<file path="src/rtl/right_shift_seq.sv">
// Multi-cycle 16-bit right rotator / logical right shifter: one bit position per clock,
// with a Start/Busy/Done handshake and a registered result that holds until the next operation.
module right_shift_seq #(
  parameter int WIDTH   = 16,
  parameter int RANGE_W = 4
) (
  input  logic               Clock,
  input  logic               Reset,
  input  logic               Start,
  input  logic [WIDTH-1:0]   Number,
  input  logic [RANGE_W-1:0] Range,
  input  logic               Mode,
  output logic               Busy,
  output logic               Done,
  output logic [WIDTH-1:0]   Shiftedo,
  output logic [1:0]         dbg_state_o
);

  // Handshake: Start is sampled only in IDLE; once accepted, Busy stays high through
  // the SHIFT and DONE states, and Done pulses for exactly the one cycle in which
  // Shiftedo first carries the new result. Start seen while Busy is dropped, not queued.
  typedef enum logic [1:0] {
    IDLE  = 2'd0,
    SHIFT = 2'd1,
    DONE  = 2'd2
  } state_t;

  state_t             state_q, state_d;
  logic [RANGE_W-1:0] cnt_q, cnt_d;
  logic [WIDTH-1:0]   data_q, data_d;
  logic               mode_q, mode_d;
  logic [WIDTH-1:0]   result_q, result_d;
  logic               fill_bit;

  always_ff @(posedge Clock or posedge Reset) begin
    if (Reset) begin
      state_q  <= IDLE;
      cnt_q    <= '0;
      data_q   <= '0;
      mode_q   <= 1'b0;
      result_q <= '0;
    end else begin
      state_q  <= state_d;
      cnt_q    <= cnt_d;
      data_q   <= data_d;
      mode_q   <= mode_d;
      result_q <= result_d;
    end
  end

  // Rotate wraps the outgoing LSB into the MSB; logical shift fills with zero.
  assign fill_bit = mode_q ? 1'b0 : data_q[0];

  always_comb begin
    state_d  = state_q;
    cnt_d    = cnt_q;
    data_d   = data_q;
    mode_d   = mode_q;
    result_d = result_q;
    Busy     = 1'b0;
    Done     = 1'b0;
    case (state_q)
      IDLE: begin
        if (Start) begin
          data_d  = Number;
          cnt_d   = Range;
          mode_d  = Mode;
          state_d = SHIFT;
        end
      end
      SHIFT: begin
        Busy = 1'b1;
        if (cnt_q != '0) begin
          data_d = {fill_bit, data_q[WIDTH-1:1]};
          cnt_d  = cnt_q - RANGE_W'(1);
        end else begin
          result_d = data_q;
          state_d  = DONE;
        end
      end
      DONE: begin
        Busy    = 1'b1;
        Done    = 1'b1;
        state_d = IDLE;
      end
      default: begin
        state_d = IDLE;
      end
    endcase
  end

  assign Shiftedo    = result_q;
  assign dbg_state_o = state_q;

endmodule

</file>
<file path="config.mk">
export PLATFORM = sky130hd
export DESIGN_NAME = right_shift_seq
export DESIGN_NICKNAME = d
export VERILOG_FILES = /design/src/rtl/right_shift_seq.sv
export SDC_FILE = /design/constraint.sdc
export NUM_CORES = 1
export LEC_CHECK = 0
export CORE_ASPECT_RATIO = 0.5
export CORE_MARGIN = 2
export CORE_UTILIZATION = 45
export CTS_CLUSTER_DIAMETER = 120
export CTS_CLUSTER_SIZE = 10
export DETAILED_ROUTE_END_ITERATION = 8
export GPL_ROUTABILITY_DRIVEN = 0
export GPL_TIMING_DRIVEN = 0
export PLACE_DENSITY = 0.83
export SYNTH_ARGS = -nofsm -noshare
export SYNTH_HDL_FRONTEND = slang
export SYNTH_SLANG_ARGS = --single-unit
</file>
<file path="constraint.sdc">
create_clock -name Clock -period 1.9 [get_ports Clock]
set_input_delay 0.38 -clock Clock [delete_from_list [all_inputs] [get_ports Clock]]
set_output_delay 0.38 -clock Clock [all_outputs]
set_load 0.01 [all_outputs]
</file>
# ---- Yosys cells after proc, flatten, opt, wreduce, memory -nomap -nowiden
# Index checks and enable logic that the tools add are counted.
dict set report classes {
  bitwise 1
  add_sub_neg 1
  eq_ne 5
  reduce_logical 8
  n_mux 12
}
# operator n
set op_table {}
lappend op_table {{$mux 16} 2}
lappend op_table {{$pmux 16 s2} 1}
lappend op_table {{$mux 4} 2}
lappend op_table {{$pmux 4 s2} 1}
lappend op_table {{$ne 2x2->1 const B} 3}
lappend op_table {{$reduce_and 2->1} 3}
lappend op_table {{$mux 2} 2}
lappend op_table {{$pmux 2 s2} 1}
lappend op_table {{$reduce_bool 4->1} 1}
lappend op_table {{$sub 4x1->4 const B} 1}
lappend op_table {{$mux 1} 3}
lappend op_table {{$reduce_and 3->1} 1}
lappend op_table {{$eq 2x1->1 const B} 1}
lappend op_table {{$eq 2x2->1 const B} 1}
lappend op_table {{$logic_not 2->1} 1}
lappend op_table {{$reduce_bool 2->1} 1}
lappend op_table {{$reduce_or 2->1} 1}
lappend op_table {{$not 1->1} 1}
dict set report totals {
  register_bits 39
  in_bits 24
  wordCells 32
}

# ---- Logic depth before layout (Yosys ltp)
dict set report depth {
  ltp_word 3
  ltp_mapped 8
  depth_no_buf 5
}

# ---- Worst setup path after synthesis
# Ideal clock, no wire load.
dict set report synth_timing {
  kind {register -> register}
  startpoint {register state_q[1], in the netlist dbg_state_o[1]}
  endpoint {register result_q[10], in the netlist Shiftedo[10]}
  setup_time_ns 0.125
  required_ns 1.775
  t_arrival_ns 1.618
  period_less_slack_ns 1.743
  n_path_buf 2
  path_stages_with_launch 7
  setup_slack_ns 0.157
  cell_sequence {dfrtp_1 inv_1 ha_1 nor4bb_2 buf_6 buf_4 mux2_2}
}
dict set report synth_via {
  elab_chain_len 2
}
# element line
set synth_rtl {}
lappend synth_rtl {{from (decl)} 28} ;# state_t state_q, state_d;
lappend synth_rtl {{from (signal assigned)} 43} ;# state_q <= state_d;
lappend synth_rtl {{$eq 2x1->1} 62} ;# case (state_q)
lappend synth_rtl {{$reduce_and 2->1 (no line)} -}
lappend synth_rtl {{to (signal assigned)} 47} ;# result_q <= result_d;
lappend synth_rtl {{to (decl)} 32} ;# logic [WIDTH-1:0] result_q, result_d;
# No other way between the ends.
# A chain may end at the register's enable or synchronous reset.

# ---- Worst setup path after layout
dict set report layout_timing {
  startpoint {register cnt_q[0]}
  endpoint {register state_q[0], in the netlist dbg_state_o[0]}
}
dict set report layout_via {
  elab_chain_len 3
}
# element line
set layout_rtl {}
lappend layout_rtl {{from (decl)} 29} ;# logic [RANGE_W-1:0] cnt_q, cnt_d;
lappend layout_rtl {{from (signal assigned)} 44} ;# cnt_q <= cnt_d;
lappend layout_rtl {{$reduce_bool 4->1} 73} ;# if (cnt_q != '0) begin
lappend layout_rtl {{$ne 2x2->1 (no line)} -}
lappend layout_rtl {{$reduce_and 2->1 (no line)} -}
# No other way between the ends.

==> impl_metrics.json <==
{
  "wl_per_cell_um": 14.8,
  "grt_pass1_wl_mm": 6.67,
  "antenna_left": 0,
  "p_int_mw": 2.75,
  "diodes": 0,
  "use_met1_pct": 23.6,
  "syn_nets": 186,
  "io_pins": 44,
  "fin_skew_ns": 0.00407,
  "fmax_mhz": 547,
  "maxSlewHeadroom_pct": 46.4,
  "grt_max_degree": 40,
  "p_sw_share_pct": 37.5,
  "die_h_um": 49.9,
  "grt_usage_pct": 18.4,
  "ctsHoldBuffers": 0,
  "critPathLaunchType": "register",
  "cp.arrival_ns": 2.00,
  "core_um2": 3980,
  "critical_path_class": "register to register",
  "period_share_pct": 96.2,
  "clk_path_buf_depth": 2,
  "cts.sinks": 39,
  "final-hold-violation-count": 0,
  "pwr-share-seq_pct": 33.8,
  "min_period_ns": 1.83,
  "worstMarginPinSlew_ns": 0.803,
  "crit_required_ns": 2.08,
  "initialDrtViolationCount": 67,
  "preCtsSetupSlack_ns": -0.0311,
  "cts_tree": "done",
  "antenna_found_initial": 0,
  "netlist_instances": 157,
  "root_buffer": "clkbuf_8",
  "p_leak_nw": 1.13,
  "grt_pass1_vias": 1448,
  "avgSynthCellArea_um2": 12.1,
  "hold_slack_ns": 0.511,
  "final_nets": 240,
  "irDropWorstVdd_mv": 0.698,
  "syn_area_um2": 1900,
  "outcome": "complete, no violations",
  "fin_cells": 266,
  "power_mw": 4.39,
  "dp_cells": 254,
  "die_area_um2": 4790,
  "htreeDepth": 2,
  "hp-class": "register to register",
  "wl_mm": 3.94,
  "dr.pass1.iters": 4,
  "synth_warnings": 0,
  "drive_above_1_share_pct": 25.0,
  "numCtsBuffers": 5,
  "worstSetupEndpointType": "register",
  "fp.dieW_um": 95.9,
  "grt_busiest_layer": "met2",
  "drc": 0,
  "drv_cap": 0,
  "path_clk_slew_ns": 0.07,
  "clock_latency_ns": 0.29,
  "vias_per_cell": 5.18,
  "p_switching_mw": 1.64,
  "initial_core_util_pct": 47.7,
  "cp_max_fo": 4,
  "overflow": 0,
  "yosys.cell_types.count": 31,
  "met3_usage_pct": 4.89,
  "ys_ff_latch": 39,
  "dpl.hpwl_mm": 2.81,
  "maxSlewViolCount": 0,
  "final.setup.worst_slack_ns": 0.0728,
  "p_clk_share_pct": 12.3,
  "io_buffer_count": 43,
  "utilization_pct": 63.4,
  "yosysSeqAreaShare_pct": 51.4,
  "syn2layout_area_growth_pct": 33.1,
  "met2_usage_pct": 30.8,
  "setup_viol": 0,
  "final_common_cell": "clkdlybuf4s50_1",
  "num_rows": 16,
  "powerDensity_nw_per_um2": 1740,
  "layout_common_cells": "clkdlybuf4s50_1 (41), dfrtp_1 (39), o21ai_0 (23)",
  "pwr-share-comb_pct": 53.9,
  "vias": 1378
}
area by class of cell:
class / count / area (um2)
fillers: 300 / 1460
clock buffers: 7 / 76.3
flip-flops and latches: 39 / 976
repair buffers: 47 / 462
inverters: 7 / 26.3
plain buffers: 11 / 93.8
multi-input cells: 100 / 821
clock inverters: 1 / 5.00
well taps: 54 / 67.6
registers in the layout, indices dropped and copies added (netlist names):
| name | cells |
|---|---|
| Shiftedo | 16 |
| cnt_q | 4 |
| data_q | 16 |
| dbg_state_o | 2 |
| mode_q | 1 |
synth_stat cells:
master | number | area (um2)
a211o_1 | 1 | 8.76
a21oi_1 | 2 | 10.0
a311o_1 | 1 | 10.0
and2_1 | 1 | 6.26
buf_2 | 4 | 20.0
buf_4 | 2 | 15.0
buf_6 | 2 | 22.5
buf_8 | 1 | 15.0
clkbuf_1 | 2 | 7.51
dfrtp_1 | 39 | 976
ha_1 | 5 | 62.6
inv_1 | 7 | 26.3
mux2_2 | 19 | 214
mux2i_1 | 16 | 160
nand2_1 | 4 | 15.0
nand2b_1 | 1 | 6.26
nand3_1 | 1 | 5.00
nand3b_1 | 1 | 7.51
nor2_1 | 2 | 7.51
nor2b_1 | 2 | 12.5
nor3_1 | 1 | 5.00
nor3b_1 | 1 | 7.51
nor4bb_2 | 1 | 16.3
o21ai_0 | 23 | 115
o21ai_2 | 10 | 87.6
o22ai_1 | 2 | 12.5
o31ai_1 | 2 | 15.0
o41ai_1 | 1 | 8.76
or2_1 | 1 | 6.26
or3b_2 | 1 | 8.76
xor2_1 | 1 | 8.76
routing by layer:
metal  share of wire (%)  vias to the layer above
met2                  49                       29
met5                   0                        -
met4                 1.0                        0
li1                    -                      667
met3                 4.0                        7
met1                  46                      675
repair_timing:
| action | in CTS | in global routing |
|---|---|---|
| setup buffers | 2 | 2 |
| resized for setup | 2 | 8 |
| setup endpoints to repair | 8 | 25 |
power by group through the flow:
stage	clock, mW	sequential (mW)	combinational (mW)
4_1_cts	0.545	1.49	2.32
5_1_grt	0.581	1.54	2.58
3_3_place_gp	0	1.48	2.20
2_1_floorplan	0	1.52	1.49
6_report	0.540	1.49	2.36
3_5_place_dp	0	1.51	2.29
per-stage QoR:
stage          instance area, um2  TNS (ns)
3_3_place_gp                 2400     -7.44
5_1_grt                      2530  -0.00159
2_1_floorplan                1900         0
4_1_cts                      2490         0
3_5_place_dp                 2400    -0.177
6_report                     2530         0
worst max-delay path, cell delays in order, from the launching register on:
cell	delay, ns
dfrtp_1	0.41
inv_1	0.07
ha_1	0.20
or3b_2	0.45
a21oi_1	0.22
mux2_2	0.36
cell families after synthesis:
logic type / count (synthesis) / synth area share, %
adder cells (fa/ha/maj): 5 / 3.29
flip-flops: 39 / 51.4
AO/OA/AOI/OAI: 42 / 14.1
multiplexers: 35 / 19.7
AND/OR/NAND/NOR: 17 / 5.47
XOR/XNOR: 1 / 0.461
buffers and inverters: 18 / 5.60
worst paths after layout:
kind                            slack (ns)                    endpoint                      from  depth (start not counted)
worst max-delay path                  0.07  dbg_state_o[0]$_DFFE_PP0P_      cnt_q[0]$_DFFE_PP0P_                          5
worst min-delay path                  0.51    Shiftedo[12]$_DFFE_PP0P_  Shiftedo[12]$_DFFE_PP0P_                          1
worst max register to register        0.07  dbg_state_o[0]$_DFFE_PP0P_      cnt_q[0]$_DFFE_PP0P_                          5
worst min register to register        0.51    Shiftedo[12]$_DFFE_PP0P_  Shiftedo[12]$_DFFE_PP0P_                          1
max in group asynchronous             0.83    Shiftedo[10]$_DFFE_PP0P_                     Reset                          2
min in group asynchronous             0.56      data_q[12]$_DFFE_PP0P_                     Reset                          2
(Power assumes the default switching activity.)
